## config.mk

```make
export PLATFORM = sky130hd
export DESIGN_NAME = usb_rx_line_decoder
export DESIGN_NICKNAME = d
export VERILOG_FILES = /design/src/rtl/usb_rx_line_pkg.sv /design/src/rtl/usb_rx_line_sync.sv /design/src/rtl/usb_rx_line_decoder.sv
export SDC_FILE = /design/constraint.sdc
export NUM_CORES = 1
export LEC_CHECK = 0
export CAP_MARGIN = 40
export CORE_ASPECT_RATIO = 0.75
export CORE_MARGIN = 2
export CORE_UTILIZATION = 53
export CTS_CLUSTER_DIAMETER = 120
export DETAILED_ROUTE_END_ITERATION = 8
export PLACE_DENSITY = 0.75
export RECOVER_POWER = 50
export SLEW_MARGIN = 20
export SYNTH_ARGS = -nofsm -noshare
export SYNTH_HDL_FRONTEND = slang
export SYNTH_HIERARCHICAL = 1
export SYNTH_SLANG_ARGS = --single-unit
```

## constraint.sdc

```tcl
create_clock -name clk -period 2 [get_ports clk]
set_input_delay 0.3 -clock clk [delete_from_list [all_inputs] [get_ports clk]]
set_output_delay 0.3 -clock clk [all_outputs]
set_load 0.05 [all_outputs]
```

## src/rtl/usb_rx_line_pkg.sv

```systemverilog
// Shared types for the USB full-speed receive line decoder.
// Line states are encoded as {dp, dm} so a raw pad pair casts directly.
package usb_rx_line_pkg;

  typedef enum logic [1:0] {
    LINE_SE0 = 2'b00,
    LINE_K   = 2'b01,
    LINE_J   = 2'b10,
    LINE_SE1 = 2'b11
  } line_state_t;

  typedef enum logic [1:0] {
    RX_IDLE,
    RX_ACTIVE,
    RX_SE0_1,
    RX_EOP_WAIT
  } rx_state_t;

  localparam int STUFF_LIMIT = 6;
  localparam int ONES_W      = $clog2(STUFF_LIMIT + 1);

  function automatic logic maj3(input logic a, input logic b, input logic c);
    return (a & b) | (a & c) | (b & c);
  endfunction

endpackage

```

## src/rtl/usb_rx_line_sync.sv

```systemverilog
// Two-flop synchroniser for one asynchronous pad line.
// RST_VAL is the idle level of the line, so reset release looks like a quiet bus.
module usb_rx_line_sync #(
  parameter logic RST_VAL = 1'b0
) (
  input  logic clk,
  input  logic n_rst,
  input  logic i_async,
  output logic o_sync
);

  logic r_meta;
  logic r_sync;

  always_ff @(posedge clk or negedge n_rst) begin
    if (!n_rst) begin
      r_meta <= RST_VAL;
      r_sync <= RST_VAL;
    end else begin
      r_meta <= i_async;
      r_sync <= r_meta;
    end
  end

  assign o_sync = r_sync;

endmodule

```

## src/rtl/usb_rx_line_decoder.sv

```systemverilog
// USB full-speed RX front end: sync, edge-locked bit timer, NRZI decode, unstuff, EOP/error flags.
// Optional 3-tap majority glitch filter on each synced line: define USB_RX_LINE_GLITCH_FILTER_EN.
module usb_rx_line_decoder
  import usb_rx_line_pkg::*;
#(
  parameter int CLKS_PER_BIT = 8,
  parameter int SAMPLE_POINT = 3
) (
  input  logic clk,
  input  logic n_rst,
  input  logic dplusin,
  input  logic dminusin,
  output logic bit_valid,
  output logic bit_data,
  output logic eop,
  output logic stuff_err,
  output logic line_err,
  output logic rcving
);

  localparam int TW = (CLKS_PER_BIT > 2) ? $clog2(CLKS_PER_BIT) : 1;
  localparam logic [TW-1:0]     TIMER_MAX    = TW'(CLKS_PER_BIT - 1);
  localparam logic [TW-1:0]     TIMER_SAMPLE = TW'(SAMPLE_POINT);
  localparam logic [ONES_W-1:0] STUFF_MAX    = ONES_W'(STUFF_LIMIT);
  localparam logic [1:0]        IDLE_J       = 2'b10;

  logic [1:0]        w_pad;
  logic [1:0]        w_sync;
  logic [1:0]        w_line_bits;
  logic              w_dp;
  line_state_t       w_line;
  logic              w_edge;
  logic [TW-1:0]     w_timer;
  logic              w_strobe;
  logic              w_nrzi_bit;

  logic              r_dp_last;
  logic [TW-1:0]     r_timer;
  rx_state_t         r_state;
  logic [ONES_W-1:0] r_ones_cnt;
  logic              r_prev_dp;
  logic              r_bit_valid;
  logic              r_bit_data;
  logic              r_eop;
  logic              r_stuff_err;
  logic              r_line_err;
  logic              r_rcving;

  assign w_pad = {dplusin, dminusin};

  genvar gi;
  generate
    for (gi = 0; gi < 2; gi++) begin : g_line
      usb_rx_line_sync #(
        .RST_VAL (IDLE_J[gi])
      ) u_sync (
        .clk     (clk),
        .n_rst   (n_rst),
        .i_async (w_pad[gi]),
        .o_sync  (w_sync[gi])
      );
`ifdef USB_RX_LINE_GLITCH_FILTER_EN
      logic [1:0] r_tap;
      logic       r_filt;

      // A one-cycle pulse never wins the vote against two settled taps.
      always_ff @(posedge clk or negedge n_rst) begin
        if (!n_rst) begin
          r_tap  <= {2{IDLE_J[gi]}};
          r_filt <= IDLE_J[gi];
        end else begin
          r_tap  <= {r_tap[0], w_sync[gi]};
          r_filt <= maj3(w_sync[gi], r_tap[0], r_tap[1]);
        end
      end

      assign w_line_bits[gi] = r_filt;
`else
      assign w_line_bits[gi] = w_sync[gi];
`endif
    end
  endgenerate

  assign w_dp   = w_line_bits[1];
  assign w_line = line_state_t'(w_line_bits);

  // The edge cycle itself counts as timer 0 so the sample lands SAMPLE_POINT clocks later.
  assign w_edge     = w_dp ^ r_dp_last;
  assign w_timer    = w_edge ? '0 : r_timer;
  assign w_strobe   = (w_timer == TIMER_SAMPLE);
  assign w_nrzi_bit = (w_dp == r_prev_dp);

  always_ff @(posedge clk or negedge n_rst) begin
    if (!n_rst) begin
      r_dp_last <= 1'b1;
      r_timer   <= '0;
    end else begin
      r_dp_last <= w_dp;
      r_timer   <= (w_timer == TIMER_MAX) ? '0 : w_timer + 1'b1;
    end
  end

  always_ff @(posedge clk or negedge n_rst) begin
    if (!n_rst) begin
      r_state     <= RX_IDLE;
      r_ones_cnt  <= '0;
      r_prev_dp   <= 1'b1;
      r_bit_valid <= 1'b0;
      r_bit_data  <= 1'b0;
      r_eop       <= 1'b0;
      r_stuff_err <= 1'b0;
      r_line_err  <= 1'b0;
      r_rcving    <= 1'b0;
    end else begin
      r_bit_valid <= 1'b0;
      r_bit_data  <= 1'b0;
      r_eop       <= 1'b0;
      r_stuff_err <= 1'b0;
      r_line_err  <= 1'b0;
      if (w_strobe) begin
        case (r_state)
          RX_IDLE: begin
            if (w_line == LINE_K) begin
              // First K of the sync pattern decodes as 0 against the idle J.
              r_state     <= RX_ACTIVE;
              r_rcving    <= 1'b1;
              r_bit_valid <= 1'b1;
              r_bit_data  <= 1'b0;
              r_prev_dp   <= 1'b0;
              r_ones_cnt  <= '0;
            end else if (w_line == LINE_SE1) begin
              r_line_err <= 1'b1;
            end
          end

          RX_ACTIVE: begin
            case (w_line)
              LINE_J, LINE_K: begin
                if (r_ones_cnt == STUFF_MAX) begin
                  r_ones_cnt <= '0;
                  if (w_nrzi_bit) begin
                    r_stuff_err <= 1'b1;
                    r_state     <= RX_IDLE;
                    r_rcving    <= 1'b0;
                    r_prev_dp   <= 1'b1;
                  end else begin
                    r_prev_dp <= w_dp;
                  end
                end else begin
                  r_bit_valid <= 1'b1;
                  r_bit_data  <= w_nrzi_bit;
                  r_prev_dp   <= w_dp;
                  r_ones_cnt  <= w_nrzi_bit ? r_ones_cnt + 1'b1 : '0;
                end
              end
              LINE_SE0: begin
                r_state <= RX_SE0_1;
              end
              default: begin
                r_line_err <= 1'b1;
                r_state    <= RX_IDLE;
                r_rcving   <= 1'b0;
                r_ones_cnt <= '0;
                r_prev_dp  <= 1'b1;
              end
            endcase
          end

          RX_SE0_1: begin
            if (w_line == LINE_SE0) begin
              r_eop   <= 1'b1;
              r_state <= RX_EOP_WAIT;
            end else begin
              r_line_err <= 1'b1;
              r_state    <= RX_IDLE;
              r_rcving   <= 1'b0;
              r_ones_cnt <= '0;
              r_prev_dp  <= 1'b1;
            end
          end

          RX_EOP_WAIT: begin
            if (w_line == LINE_J) begin
              r_state    <= RX_IDLE;
              r_rcving   <= 1'b0;
              r_ones_cnt <= '0;
              r_prev_dp  <= 1'b1;
            end else if (w_line != LINE_SE0) begin
              r_line_err <= 1'b1;
              r_state    <= RX_IDLE;
              r_rcving   <= 1'b0;
              r_ones_cnt <= '0;
              r_prev_dp  <= 1'b1;
            end
          end

          default: begin
            r_state    <= RX_IDLE;
            r_rcving   <= 1'b0;
            r_ones_cnt <= '0;
            r_prev_dp  <= 1'b1;
          end
        endcase
      end
    end
  end

  assign bit_valid = r_bit_valid;
  assign bit_data  = r_bit_data;
  assign eop       = r_eop;
  assign stuff_err = r_stuff_err;
  assign line_err  = r_line_err;
  assign rcving    = r_rcving;

endmodule

```

After elaboration in Yosys (flattened, before gate mapping)
Index checks and enable logic that the tools add are counted.
{ "totals": {"reg_bits": 20, "in_bits": 4, "out_inout_bits": 6, "elab_cells": 101} }
{ "op_classes": {"n_addsub": 2, "eq_ne": 16, "muxes": 59, "bitwise_logic": 1, "n_reduce_logical": 8} }
{ "ops": {"columns": ["operator", "n"], "rows": [
  ["1-bit 2-to-1 mux", 35],
  ["3-bit 2-to-1 mux", 8],
  ["2-bit 2-to-1 mux", 6],
  ["1-bit one-hot mux with 4 select lines", 3],
  ["3-bit one-hot mux with 4 select lines", 1],
  ["5-bit AND reduction", 2],
  ["3-bit inequality test (second input constant)", 3],
  ["2-bit == test (second input constant)", 4],
  ["2-bit one-hot mux with 4 select lines", 1],
  ["7-bit AND reduction", 1],
  ["3-bit by 1-bit adder with 3-bit output (second input constant)", 2],
  ["3-bit == test (second input constant)", 2],
  ["2-bit inequality test (second input constant)", 3],
  ["1-bit one-hot mux with 2 select lines", 3],
  ["3-bit one-hot mux with 2 select lines", 1],
  ["2-bit by 1-bit == test with 1-bit output (second input constant)", 2],
  ["2-bit logical NOT", 2],
  ["2-bit one-hot mux with 2 select lines", 1],
  ["3-bit by 2-bit == test with 1-bit output (second input constant)", 1],
  ["3-bit OR reduction", 1],
  ["2-bit nonzero test", 1],
  ["2-bit OR reduction", 1],
  ["1-bit == test", 1],
  ["1-bit bitwise XOR", 1]
]} }

Depth between registers and ports, before layout
Gate-level depths: netlist (run 1).
{ "logic_depth": {"depth_word": 6, "ltp_mapped": 7} }

By module
The synthesis (run 1) kept the hierarchy.
{ "by_module_without_submodules": {"columns": ["module", "n_inst", "cells_each", "area_per_inst_um2", "seq_area_each_um2"], "rows": [
  ["usb_rx_line_decoder", 1, 80, 837.1, 402.9],
  ["usb_rx_line_sync at g_line[1].u_sync", 1, 2, 52.6, 52.6],
  ["usb_rx_line_sync at g_line[0].u_sync", 1, 2, 50.0, 50.0]
]} }

Worst setup path before layout (run 1)
No wires, ideal clock.
{ "synth_timing": {"path_type": "reg2reg", "startpoint": "register g_line[1].u_sync.r_sync", "endpoint": "register r_rcving (netlist: rcving)", "setup_time_ns": 0.121, "arrival_time_ns": 1.610, "slack_ns": 0.268, "stages_incl_launch_ff": 8, "n_path_buf": 0, "synth_period_minus_slack_ns": 1.732, "path_cell_list": "dfstp_2 -> xnor2_1 -> and2_1 -> ha_1 -> ha_1 -> and3_4 -> nand2_2 -> a32o_2"} }
{ "synth_between": {"elab_chain_cells": 4} }
{ "synth_lines": {"columns": ["element", "line_no", "rtl"], "rows": [
  ["start: declaration", "usb_rx_line_sync.sv:13", "logic r_sync;"],
  ["start signal: assignment", "usb_rx_line_sync.sv:21", "r_sync <= r_meta;"],
  ["2-bit by 1-bit == test with 1-bit output, or another cell as far along", "usb_rx_line_decoder.sv:123, usb_rx_line_decoder.sv:137", null],
  ["2-bit OR reduction / 3-bit 2-to-1 mux (equally long branches)", "usb_rx_line_decoder.sv:137, usb_rx_line_decoder.sv:89", null],
  ["1-bit one-hot mux with 2 select lines, or another cell as far along", "usb_rx_line_decoder.sv:137", "case (w_line)"],
  ["1-bit one-hot mux with 4 select lines / 7-bit AND reduction (equally long branches)", null, null],
  ["end signal: assignment", "usb_rx_line_decoder.sv:113", "r_rcving <= 1'b0;"],
  ["end signal: assignment", "usb_rx_line_decoder.sv:126", "r_rcving <= 1'b1;"],
  ["end signal: assignment", "usb_rx_line_decoder.sv:144", "r_rcving <= 1'b0;"],
  ["end: declaration", "usb_rx_line_decoder.sv:47", "logic r_rcving;"]
]} }
Several ways; a longest one is shown, not always the timed one.
A chain may end at the register's enable or synchronous reset.

Worst setup path after layout (run 1)
{ "layout_timing": {"startpoint": "register g_line[1].u_sync.r_sync", "endpoint": "register r_ones_cnt[1]"} }
{ "layout_between": {"elab_chain_cells": 5} }
{ "layout_lines": {"columns": ["element", "line_no", "rtl"], "rows": [
  ["1-bit == test", "usb_rx_line_decoder.sv:91", "assign w_nrzi_bit = (w_dp == r_prev_dp);"],
  ["3-bit 2-to-1 mux", "usb_rx_line_decoder.sv:153", "r_ones_cnt <= w_nrzi_bit ? r_ones_cnt + 1'b1 : '0;"],
  ["3-bit 2-to-1 mux", "usb_rx_line_decoder.sv:139", "if (r_ones_cnt == STUFF_MAX) begin"],
  ["3-bit one-hot mux with 2 select lines", "usb_rx_line_decoder.sv:137", null],
  ["3-bit one-hot mux with 4 select lines", "usb_rx_line_decoder.sv:121", "case (r_state)"],
  ["end signal: assignment", "usb_rx_line_decoder.sv:153", null],
  ["end: declaration", "usb_rx_line_decoder.sv:40", "logic [ONES_W-1:0] r_ones_cnt;"]
]} }
Several ways; a longest one is shown, not always the timed one.

==> results of run 1 <==
## area by class of cell
type,instances,area share
clock buffers,4,0.03333
flip-flops and latches,20,0.4644
well taps,22,0.02529
multi-input cells,53,0.3563
repair buffers,11,0.09310
inverters,8,0.02759
## power groups by stage
stage	clock network [W]	registers, W	logic (W)
2_1_floorplan	0	0.000567	0.000248
3_3_place_gp	0	0.000572	0.000295
3_5_place_dp	0	0.000571	0.000299
4_1_cts	0.000236	0.000563	0.000302
5_1_grt	0.000259	0.000578	0.000338
6_report	0.000232	0.000567	0.000302
## flip-flops by register name, summed over array words and instances, names as in the netlist
signal                cells
r_state                   2
r_prev_dp                 1
rcving                    1
bit_valid                 1
bit_data                  1
r_ones_cnt                3
line_err                  1
eop                       1
g_line.u_sync/o_sync      2
r_dp_last                 1
g_line.u_sync/r_meta      2
stuff_err                 1
r_timer                   3
## cell usage in the layout, fill, tap and decap left out, types with 2 or more instances in the layout
master	count
sky130_fd_sc_hd__dfrtp_1	16
sky130_fd_sc_hd__ha_1	9
sky130_fd_sc_hd__inv_1	8
sky130_fd_sc_hd__a21oi_1	7
sky130_fd_sc_hd__clkdlybuf4s50_1	6
sky130_fd_sc_hd__nand2_1	5
sky130_fd_sc_hd__nor2_1	4
sky130_fd_sc_hd__o21ai_0	4
sky130_fd_sc_hd__dfstp_2	4
sky130_fd_sc_hd__a31oi_1	3
sky130_fd_sc_hd__clkbuf_4	3
sky130_fd_sc_hd__dlygate4sd3_1	3
sky130_fd_sc_hd__and2_1	2
sky130_fd_sc_hd__nand3_1	2
## critical path: stages, from the launching register on
cell	delay, ps
sky130_fd_sc_hd__dfstp_2	620
sky130_fd_sc_hd__inv_1	100
sky130_fd_sc_hd__ha_1	250
sky130_fd_sc_hd__or3_1	410
sky130_fd_sc_hd__and3_4	200
sky130_fd_sc_hd__nand2_1	90
sky130_fd_sc_hd__o21ai_0	90
## metrics by stage
| stage | cells | utilization |
|---|---|---|
| 2_1_floorplan | 84 | - |
| 3_3_place_gp | 114 | 0.6125 |
| 3_5_place_dp | 114 | 0.6125 |
| 4_1_cts | 118 | 0.6337 |
| 5_1_grt | 118 | 0.6374 |
| 6_report | 118 | 0.6374 |
## worst max-delay path by stage
| stage | startpoint | to | depth (start not counted) |
|---|---|---|---|
| 4_1_cts | g_line[1].u_sync/o_sync | r_ones_cnt[2] | 7 |
| 6_report | g_line[1].u_sync/o_sync | r_ones_cnt[1] | 6 |
| 2_1_floorplan | g_line[1].u_sync/o_sync | rcving | 7 |
| 3_3_place_gp | g_line[1].u_sync/o_sync | r_ones_cnt[0] | 6 |
| 5_1_grt | g_line[1].u_sync/o_sync | r_ones_cnt[1] | 6 |
| 3_5_place_dp | g_line[1].u_sync/o_sync | r_ones_cnt[2] | 7 |
## metal layers
metal	part of all wire	up-vias	wire, um
met5	0	-	0
met4	0.020	0	31
met3	0.070	4	110
met2	0.45	30	700
met1	0.46	316	727
li1	-	314	-
## cell families after synthesis
kind of cell	after synthesis
and+or+nand+nor	23
adders and majority gates	9
muxes	1
AOI/OAI and AO/OA	19
DFF	20
xor gates and xnor gates	1
buffers and inverters	11
==> results_dict.tcl, run 1 <==
set metrics [dict create \
    run_status "finished clean" \
    cellPowerDensity_mw_per_mm2 1012 \
    initial_utilization 0.5502 \
    yosysWarnings 6 \
    nNetsFinal 110 \
    slew_headroom 0.3103 \
    synth_fp_nets 97 \
    final.period_utilization 0.9367 \
    cell_taking_the_most_area_after_synthesis "sky130_fd_sc_hd__dfrtp_1" \
    post_synth_instance_area_um2 939.7 \
    final.setup.worst_slack_ps 126.6 \
    yosys.area.top_type_share 0.4261 \
    ir_drop_mv 0.7911 \
    clock-skew-final_ps 7.010 \
    drt.antenna.violating_nets 0 \
    worst_pin_slew_ps 1035 \
    dp_slack_ps 113.2 \
    tritoncts "done" \
    timing.setup.tns_ps 0 \
    post_cts_hold_buffer_count 0 \
    synth_fa_ha_area_frac 0.1198 \
    worstPathArrival_ps 2070 \
    place.port_buffers 9 \
    all_layer_gr_usage 0.1795 \
    synth_simple_gate_area_frac 0.1372 \
    whs_path_depth 0 \
    synth_compound_area_frac 0.1252 \
    area.sequential_um2 505.5 \
    postCtsSetupBuffers 0 \
    setup_repair_after_global_routing_missed_its_margin "false" \
    num_io_pins 10 \
    required_ps 2190 \
    regToRegEndpoint "r_ones_cnt[1]" \
    postSynthRegisterBits 20 \
    placement_rows 13 \
    report.final.hold_viol_count 0 \
    num_vias 664 \
    timing.critical_path.to_type "flop" \
    max_clock_freq_mhz 533.8 \
    synth.area.mux_share 0.01065 \
    placeableCoreArea_mm2 0.001708 \
    detailedRoute.firstIterationViolations 23 \
    combinational_family_with_the_most_area_after_synthesis "simple AND/OR/NAND/NOR gates" \
    htreeDepth 1 \
    timing.hold.ws_ps 364.2 \
    ctsResizeCount 0 \
    number_of_synthesized_flops_with_an_enable_pin 0 \
    cap_viol_max_count 0 \
    grt_pass1_wl_um 2580 \
    power.switching_w 0.0003757 \
    power_frac_comb 0.274 \
    remaining_drc_errors 0 \
    routedWlPerCell_um 13.31 \
    grt_antenna_before_repair 0 \
    dieArea_mm2 0.002129 \
    power_leakage_nw 0.5089 \
    synthCells 84 \
    cts.sink_count 20 \
    number_of_global_route_vias_before_repair 587 \
    top_cells_by_count_synth "sky130_fd_sc_hd__dfrtp_1 (16), sky130_fd_sc_hd__ha_1 (9), sky130_fd_sc_hd__inv_1 (8)" \
    dieWidth_um 52.62 \
    met3_usage 0.07090 \
    async_reset_ff_frac 1.000 \
    chipHeight_um 40.47 \
    crit_fanout 6 \
    seq_area_frac_synth 0.5379 \
    total_congestion_overflow_after_global_routing 0 \
    multi_input_combinational_cell_area_um2 387.9 \
    synthMostInstantiatedCell "sky130_fd_sc_hd__dfrtp_1" \
    cellInternalPower_w 0.0007263 \
    final-setup-viol-count 0 \
    post_synth_main_area_contributors "sky130_fd_sc_hd__dfrtp_1 (43%), sky130_fd_sc_hd__ha_1 (12%), sky130_fd_sc_hd__dfstp_2 (11%), sky130_fd_sc_hd__a21oi_1 (3.7%), sky130_fd_sc_hd__inv_1 (3.2%)" \
    power.share.switching 0.3410 \
    clk_latency_ps 300 \
    root_buffer "sky130_fd_sc_hd__clkbuf_4" \
    cts-buffers-inserted 3 \
    pin_count_of_the_biggest_net_entering_global_routing 21 \
    stdcell_area_mm2 0.001089 \
    power_w 0.001102 \
    post_synth_xor_area_fraction 0.009321 \
    timing_worst_setup_path_type "reg2reg" \
    globalRoute.busiestLayer "met2" \
    hold_path.class "reg2reg" \
    cts.path.max_buffers 2 \
    final-max-slew-violation-count 0 \
    hold_start "g_line[1].u_sync/r_meta" \
    num-fill-cells 126 \
    rr_startpoint "g_line[1].u_sync/o_sync" \
    antenna_cells_inserted 0 \
    place.detailed.hpwl_um 1116 \
    yosysUniqueCellTypes 28 \
    groute.layer.met2.usage 0.3063 \
    worst_hold_path.endpoint "g_line[1].u_sync/o_sync" \
    firstDrtPassIters 5 \
    timing.reg2reg.setup_slack_ps 130 \
    avgSynthCellArea_um2 11.19 \
    clkPwrFrac 0.211 \
    groute.layer.met1.usage 0.2051 \
    synth_ff_type "sky130_fd_sc_hd__dfrtp_1" \
    seqPwrFrac 0.515 \
    dpl-instance-area_mm2 0.001046 \
    r2r_cells 6 \
    share_of_cells_above_drive_strength_1 0.1563 \
    routed_via_density 5.627 \
    final_weighted_congestion_of_routability_driven_global_placement 0.9049 \
    worstSetupStartpointType "flop" \
    worst_setup_hold_path_clk_slew_ps 110 \
    routed_wl_um 1571 \
    final_period_minus_worst_setup_slack_ps 1873 \
    area_growth_syn_to_layout_pct 15.85 \
]
Note: power is estimated with default switching activity, not from simulation.
==> run 2, diff against run 1 <==
Settings changed: CORE_MARGIN 2 to 3, HOLD_SLACK_MARGIN from default to 0.1.
==> run 2 against run 1 <==
Effect of this change: total power about the same; highest routed layer unchanged; die area is 8.9% higher; final cell count is 0.85% higher; clock power down 3%; maximum frequency up 0.85%; critical path type unchanged; core utilization up 5.5 points; register-to-register slack improved by 20 ps; worst hold slack worse by 0.99 ps; design area grew 0.35%; largest power group unchanged.
==> results_dict.tcl, run 2 (same netlist as run 1, synthesis figures left out) <==
set metrics [dict create \
    dpl-instance-area_mm2 0.001045 \
    stdcell_area_mm2 0.001092 \
    num_vias 641 \
    grt_pass1_wl_um 2801 \
    number_of_global_route_vias_before_repair 592 \
    cell_family_with_most_cp_delay "flip-flops" \
    multi_input_combinational_cell_area_um2 377.9 \
    placement_rows 12 \
    cts-buffers-inserted 3 \
    cts.path.max_buffers 2 \
    dp_slack_ps 142.7 \
    share_of_cells_above_drive_strength_1 0.1531 \
    nNetsFinal 112 \
    timing.hold.ws_ps 363.2 \
    worstSetupStartpointType "flop" \
    delay_contributed_by_the_slowest_stage_of_the_critical_path_ps 600 \
    final.setup.worst_slack_ps 142.3 \
    routedWlPerCell_um 13.32 \
    pin_count_of_the_biggest_net_entering_global_routing 21 \
    critPathSlowestCell "sky130_fd_sc_hd__dfstp_2" \
    detailedRoute.firstIterationViolations 4 \
    place.port_buffers 9 \
    htreeDepth 1 \
    timing.critical_path.to_type "flop" \
    placeableCoreArea_mm2 0.001577 \
    num_io_pins 10 \
    tritoncts "done" \
    final_weighted_congestion_of_routability_driven_global_placement 0.8104 \
    cts.sink_count 20 \
    worst_pin_slew_ps 1008 \
    report.final.hold_viol_count 0 \
    area.sequential_um2 505.5 \
    routed_wl_um 1585 \
    clock-skew-final_ps 1.602 \
    ctsResizeCount 0 \
    all_layer_gr_usage 0.1752 \
    crit_fanout 6 \
    clk_latency_ps 300 \
    power_leakage_nw 0.5109 \
    final-setup-viol-count 0 \
    path_depth 7 \
    area_growth_syn_to_layout_pct 16.25 \
    timing_worst_setup_path_type "reg2reg" \
    whs_path_depth 0 \
    root_buffer "sky130_fd_sc_hd__clkbuf_4" \
    r2r_cells 7 \
    worst_setup_hold_path_clk_slew_ps 100 \
    setup_repair_after_global_routing_missed_its_margin "false" \
    num-fill-cells 129 \
    cp_common_cell "sky130_fd_sc_hd__ha_1" \
    remaining_drc_errors 0 \
    max_clock_freq_mhz 538.3 \
    final-max-slew-violation-count 0 \
    buffering_stage_count_on_the_worst_path_with_inverters_included 0 \
    ir_drop_mv 0.6718 \
    final.period_utilization 0.9288 \
    cap_viol_max_count 0 \
    chipHeight_um 42.47 \
    initial_utilization 0.5960 \
    slew_headroom 0.3277 \
    grt_antenna_before_repair 0 \
    dieWidth_um 54.62 \
    leading_cell_type_in_the_layout_fill_and_taps_excluded "sky130_fd_sc_hd__dfrtp_1" \
    run_status "finished clean" \
    dieArea_mm2 0.002319 \
    routed_via_density 5.387 \
    required_ps 2200 \
    hold_path.class "reg2reg" \
    antenna_cells_inserted 0 \
    firstDrtPassIters 4 \
    worstPathArrival_ps 2060 \
    final_cell_mix "sky130_fd_sc_hd__dfrtp_1 (16), sky130_fd_sc_hd__ha_1 (9), sky130_fd_sc_hd__inv_1 (8), sky130_fd_sc_hd__a21oi_1 (7), sky130_fd_sc_hd__clkdlybuf4s50_1 (6)" \
    total_congestion_overflow_after_global_routing 0 \
    cells_along_the_critical_path "xnor2_1 > and2_1 > ha_1 > ha_1 > and3_4 > nand2_2 > a32o_2" \
    cellPowerDensity_mw_per_mm2 1010 \
    timing.setup.tns_ps 0 \
    top_regs "r_ones_cnt x3, r_timer x3" \
    final_period_minus_worst_setup_slack_ps 1858 \
    drt.antenna.violating_nets 0 \
]
==> run 2: cell types whose count changed in the layout (fill, tap and decap cells not counted), sizes merged <==
cell,delta
buf,+2
==> run 2: routing by layer <==
layer	vias to the layer above	part of all wire	track usage
met5	-	0	0
met4	0	0.017	0.07463
met3	5	0.064	0.07473
met2	15	0.44	0.2382
met1	304	0.47	0.2382
li1	317	-	-
==> run 2: cell type report <==
cell class / count / area share
Sequential cell: 20 / 0.4628
Tap cell: 21 / 0.02405
Timing Repair Buffer: 13 / 0.1065
Inverter: 8 / 0.02749
Multi-Input combinational cell: 53 / 0.3459
Clock buffer: 4 / 0.03322
==> run 2: worst reg2reg max path: cells and delay by family, from the launching register on <==
kind / cells / cell delay, ps
AND/OR/NAND/NOR: 3 / 450
AO/OA/AOI/OAI: 1 / 210
XOR/XNOR: 1 / 180
flip-flops: 1 / 600
adder cells (fa/ha/maj): 2 / 330
==> run 2: repair_timing <==
item,CTS,global route
buffers inserted,0,2
hold buffers,0,0
setup endpoints to repair,0,1
==> run 2: per-stage QoR <==
step	cells	power, W	utilization
floorplan	84	0.0008142	-
CTS	117	0.001113	0.6857
finish	119	0.001103	0.6929
global placement	113	0.0008691	0.6627
detailed placement	113	0.0008831	0.6627
global route	119	0.001194	0.6929
==> run 2: worst paths after layout <==
| path | from | end | slack, ps |
|---|---|---|---|
| max | g_line[1].u_sync/o_sync | rcving | 140 |
| min | g_line[1].u_sync/r_meta | g_line[1].u_sync/o_sync | 360 |
| max reg2reg | g_line[1].u_sync/o_sync | rcving | 140 |
| min reg2reg | g_line[1].u_sync/r_meta | g_line[1].u_sync/o_sync | 360 |
| max in group asynchronous | n_rst | r_ones_cnt[1] | 720 |
| min in group asynchronous | n_rst | line_err | 680 |
==> run 2: where the power goes <==
part           switching [W]  internal [W]  total (W)
clock network       0.000115      0.000111   0.000226
logic               0.000176      0.000131   0.000307
registers          0.0000859      0.000484   0.000570
total               0.000377      0.000727    0.00110
==> RTL change 1 (flow settings as in run 2) <==
Change the package constant `STUFF_LIMIT` from 6 to 12.
--- a/src/rtl/usb_rx_line_pkg.sv
+++ b/src/rtl/usb_rx_line_pkg.sv
@@ -18,3 +18,3 @@
 
-  localparam int STUFF_LIMIT = 6;
+  localparam int STUFF_LIMIT = 12;
   localparam int ONES_W      = $clog2(STUFF_LIMIT + 1);
Function: no difference found for any inputs over 10 cycles, from zero or initial values and one cycle with n_rst low; that may be too few to reach the edited logic, so the function may still have changed.
==> RTL change 1 against run 2 <==
Wire length up 4.7%. Cell area is 10% higher. Maximum frequency shrank 2.9%. Total power is 6.4% higher. Critical path type unchanged. Sequential cell count increased by 1. Global-route usage decreased by 0.82 points. Setup slack lost 0.056 ns. Area after synthesis increased by 12%. Critical path depth decreased by 1. Worst hold slack got worse by 0.0030 ns.
==> RTL change 1: results (changes against run 2) <==
Status
  • Status: completed

Logic synthesis
  • Post-Syn Nets: 104 (+7.2%)
  • Post-synthesis sequential area ratio: 50.2% (-3.6 points)
  • Compound-gate portion of the synthesized area: 16.2% (+3.7 points)
  • Largest cells by area after synthesis: dfrtp_1 (40%), ha_1 (11%), dfstp_2 (10%)
  • Post-synthesis mux area share: 2.37% (+1.3 points)
  • Synth unique cells: 38 (+36%)
  • Share of flip-flops with an asynchronous set or reset: 100% (unchanged)
  • Top cell types by occurrence after synthesis: dfrtp_1 (17), ha_1 (9), inv_1 (8), nand2_1 (6)
  • Yosys Warn Count: 6 (unchanged)
  • Post-Synth XOR/XNOR Area: 0.829% (-0.10 points)
  • Adder-cell area share of the yosys netlist: 10.7% (-1.3 points)

Setup path
  • WP data arrival: 2.11 ns (+0.05 ns)
  • R2R depth: 6 (-1)
  • Flop-to-flop setup slack: 0.09 ns (-0.06 ns)
  • Reg2reg end: r_state[0]
  • CP Max Fanout: 4 (-2)

Routing
  • DRT Wirelength: 1660 um (+4.7%)
  • Initial DRC count: 11 (+7)
  • DR vias/cell: 5.42 (+0.57%)

Cells and area
  • Data buffer area share: 9.65% (-1.0 points)
  • Final Net Count: 119 (+6.3%)
  • Cell area after layout: 1210 um^2 (+10%)
  • Count of multi-input gates: 59 (+11%)
  • Multi-input gate share of the layout cell area: 39.4% (+4.8 points)
  • FILL cells: 131 (+1.6%)
  • Largest registers: r_ones_cnt (4), r_timer (3)
  • Sequential cell area: 531 um^2 (+5.0%)
  • ClkCell Share: 2.18% (-1.1 points)
  • Share of layout cells above drive strength 1: 19.0% (+3.7 points)
  • CLK BUF: 4 (unchanged)

STA
  • TNS Setup: 0 ns (unchanged)
  • Relative slew slack: 29.6% (-3.2 points)
  • Max Fclk: 523 MHz (-2.9%)
  • Worst Skew: 0.00236 ns (+0.000753 ns)

Global routing
  • Largest net degree at the start of global routing: 22 (+4.8%)
  • Vias in the first global route: 679 (+15%)
  • Tot GR Track Use: 16.7% (-0.82 points)
  • GRT met3 Usage: 5.25% (-2.2 points)
  • First-pass GRT wire length: 3190 um (+14%)
  • Grt met2 use: 24.1% (+0.28 points)
  • Met1 usage: 23.8% (+0.025 points)

Hold path
  • Worst Hold Endpoint: g_line[0].u_sync/o_sync
  • Worst hold start: g_line[0].u_sync/r_meta

Floorplan
  • Core Region: 1810 um^2 (+15%)

Pwr
  • IR drop worst, VDD: 720 uV (+7.2%)
  • Leakage power: 0.559 nW (+9.5%)
  • Sw power: 412 uW (+9.5%)

Placed design
  • Count of buffers from port buffering: 9 (unchanged)
  • GPL Wtd Cong: 0.794 (-2.0%)

CTS
  • Clock sink count: 21 (+5.0%)
## RTL change 1: worst max-delay path, stage by stage (launching register included)
cell	delay, ns
dfstp_2	0.58
inv_1	0.08
ha_1	0.34
and2b_4	0.19
nand3_2	0.10
o311a_4	0.22
mux2_4	0.29
## RTL change 1: metrics by stage
stage          hold WS, ns  power [mW]  setup slack (ns)  std cells
3_5_place_dp         0.340       0.986            0.0560        123
5_1_grt              0.373        1.28           0.00540        127
4_1_cts              0.328        1.19            0.0332        127
2_1_floorplan      0.00441       0.913            0.0782         91
3_3_place_gp         0.335       0.980            0.0989        123
6_report             0.360        1.17            0.0863        127
## RTL change 1: how the worst max path moves through the flow
stage	startpoint	to	cells after the start
after floorplan	g_line[1].u_sync/o_sync	r_state[0]	7
after global placement	g_line[1].u_sync/o_sync	r_state[0]	6
after detailed placement	g_line[1].u_sync/o_sync	r_state[0]	6
after CTS	g_line[1].u_sync/o_sync	r_state[0]	6
after global routing	g_line[1].u_sync/o_sync	r_state[0]	6
final	g_line[1].u_sync/o_sync	r_state[0]	6
## RTL change 1: power by group through the flow
| stage | sequential, mW | clock (mW) | combinational [mW] |
|---|---|---|---|
| after floorplan | 0.595 | 0 | 0.318 |
| after global placement | 0.611 | 0 | 0.369 |
| after detailed placement | 0.611 | 0 | 0.375 |
| after CTS | 0.603 | 0.208 | 0.377 |
| after global routing | 0.623 | 0.231 | 0.424 |
| final | 0.605 | 0.196 | 0.373 |
## RTL change 1: logic make-up after synthesis
family	count (synthesis)
buffers and inverters	11
muxes	2
AOI/OAI and AO/OA	21
xor gates and xnor gates	1
DFF	21
adders and majority gates	9
and+or+nand+nor	26
## RTL change 1: metal layers
metal  up-vias  wire length (um)
met2        11               700
met5         -                 0
met3         5                74
li1        349                 -
met4         0                20
met1       323               864
==> RTL change 2 (flow settings as in run 2) <==
Without the edit above. Re-encode `rx_state_t` (4 states) as Gray code, 2 bits wide.
--- a/src/rtl/usb_rx_line_pkg.sv
+++ b/src/rtl/usb_rx_line_pkg.sv
@@ -12,6 +12,6 @@
   typedef enum logic [1:0] {
-    RX_IDLE,
-    RX_ACTIVE,
-    RX_SE0_1,
-    RX_EOP_WAIT
+    RX_IDLE     = 2'b00,
+    RX_ACTIVE   = 2'b01,
+    RX_SE0_1    = 2'b11,
+    RX_EOP_WAIT = 2'b10
   } rx_state_t;
Check against the original RTL: same outputs for any inputs over 10 cycles, from zero or initial values and one cycle with n_rst low; not proved beyond that.
==> RTL change 2 against run 2 <==
Sequential power down 0.7%. Cell area is 0.23% lower. Area after synthesis increased by 0.93%. Setup slack better by 0.011 ns. Clock power shrank 16%. Total power decreased by 4.1%. Wire length decreased by 4.4%. Sequential cell count unchanged. Critical path type unchanged. Largest power group unchanged. Highest routed layer is now met3.
==> RTL change 2: results (changes against run 2) <==
Pwr
  • Tot Pwr: 1.06 mW (-4.1%)
  • Leakage power: 0.504 nW (-1.3%)
  • Int Pwr: 689 uW (-5.2%)
  • IR drop worst, VDD: 610 uV (-9.1%)
  • Power Combinational: 302 uW (-2%)
  • Register share of total power: 53.5% (+1.8 points)

Global routing
  • Grt met2 use: 21.0% (-2.8 points)
  • Met1 usage: 21.5% (-2.3 points)
  • Vias in the first global route: 557 (-5.9%)
  • Tot GR Track Use: 14.8% (-2.7 points)
  • First-pass GRT wire length: 2480 um (-12%)

Logic synthesis
  • Adder-cell area share of the yosys netlist: 11.9% (-0.11 points)
  • Post-Syn Nets: 95 (-2.1%)
  • Post-synthesis sequential area ratio: 53.3% (-0.50 points)
  • Largest cells by area after synthesis: dfrtp_1 (42%), ha_1 (12%), dfstp_2 (11%)
  • Synth unique cells: 33 (+18%)
  • Post-synthesis mux area share: 0% (-1.1 points)
  • Top cell types by occurrence after synthesis: dfrtp_1 (16), ha_1 (9), inv_1 (8), nand2_1 (6)
  • Compound-gate portion of the synthesized area: 12.7% (+0.15 points)

Setup path
  • CP Max Fanout: 5 (-1)
  • WP data arrival: 2.04 ns (-0.02 ns)

Routing
  • DRT Wirelength: 1520 um (-4.4%)
  • Initial DRC count: 2 (-2)
  • Vias: 615 (-4.1%)
  • Wl on met1: 742 um (-1.1%)
  • Top Metal Used: met3
  • Wire per inst: 13.1 um (-1.9%)
  • DR WL met3: 90 um (-12%)
  • Met2 Wirelength: 682 um (-3.3%)

Placed design
  • Placed cells: 112 (-0.88%)
  • DP Area: 1070 um^2 (+2.2%)
  • GPL Wtd Cong: 0.832 (+2.6%)
  • Pre-CTS worst setup slack: 0.156 ns (+0.0135 ns)

STA
  • Worst-margin pin slew: 1.02 ns (+0.0130 ns)
  • Worst Skew: 0.00424 ns (+0.00264 ns)
  • Fin Hold WS: 0.363 ns (-0.000534 ns)
  • Final worst slack: 0.154 ns (+0.0113 ns)

Status
  • Status: completed

Cells and area
  • Count of multi-input gates: 52 (-1.9%)
  • Signal buffers: 11 (-2)
  • Seq cells: 20 (unchanged)
  • ClkCell Share: 2.41% (-0.91 points)
  • Area of the multi-input gates: 400 um^2 (+6.0%)
  • Data buffer area share: 9.30% (-1.4 points)
[RTL change 2: cell count changes in the layout (fill, tap and decap cells not counted), moves of 2 or more]
cell,delta
o21ai_1,+3
a21oi_1,-4
nor2_1,-2
nand3_1,+2
buf_4,-2
o21ai_0,-5
[RTL change 2: final timing paths]
kind / depth (start not counted) / start / endpoint
setup reg to reg: 7 / g_line[1].u_sync/o_sync / rcving
max in group asynchronous: 2 / n_rst / r_timer[1]
min in group asynchronous: 2 / n_rst / eop
hold reg to reg: 0 / g_line[1].u_sync/r_meta / g_line[1].u_sync/o_sync
hold / removal: 0 / g_line[1].u_sync/r_meta / g_line[1].u_sync/o_sync
setup / recovery: 7 / g_line[1].u_sync/o_sync / rcving
[RTL change 2: worst max-delay path: stages, from the launching register on]
cell	delay (ns)
dfstp_2	0.59
xnor2_1	0.16
and2_1	0.18
ha_1	0.15
ha_1	0.19
and3_4	0.22
nand2_1	0.06
a32o_2	0.21
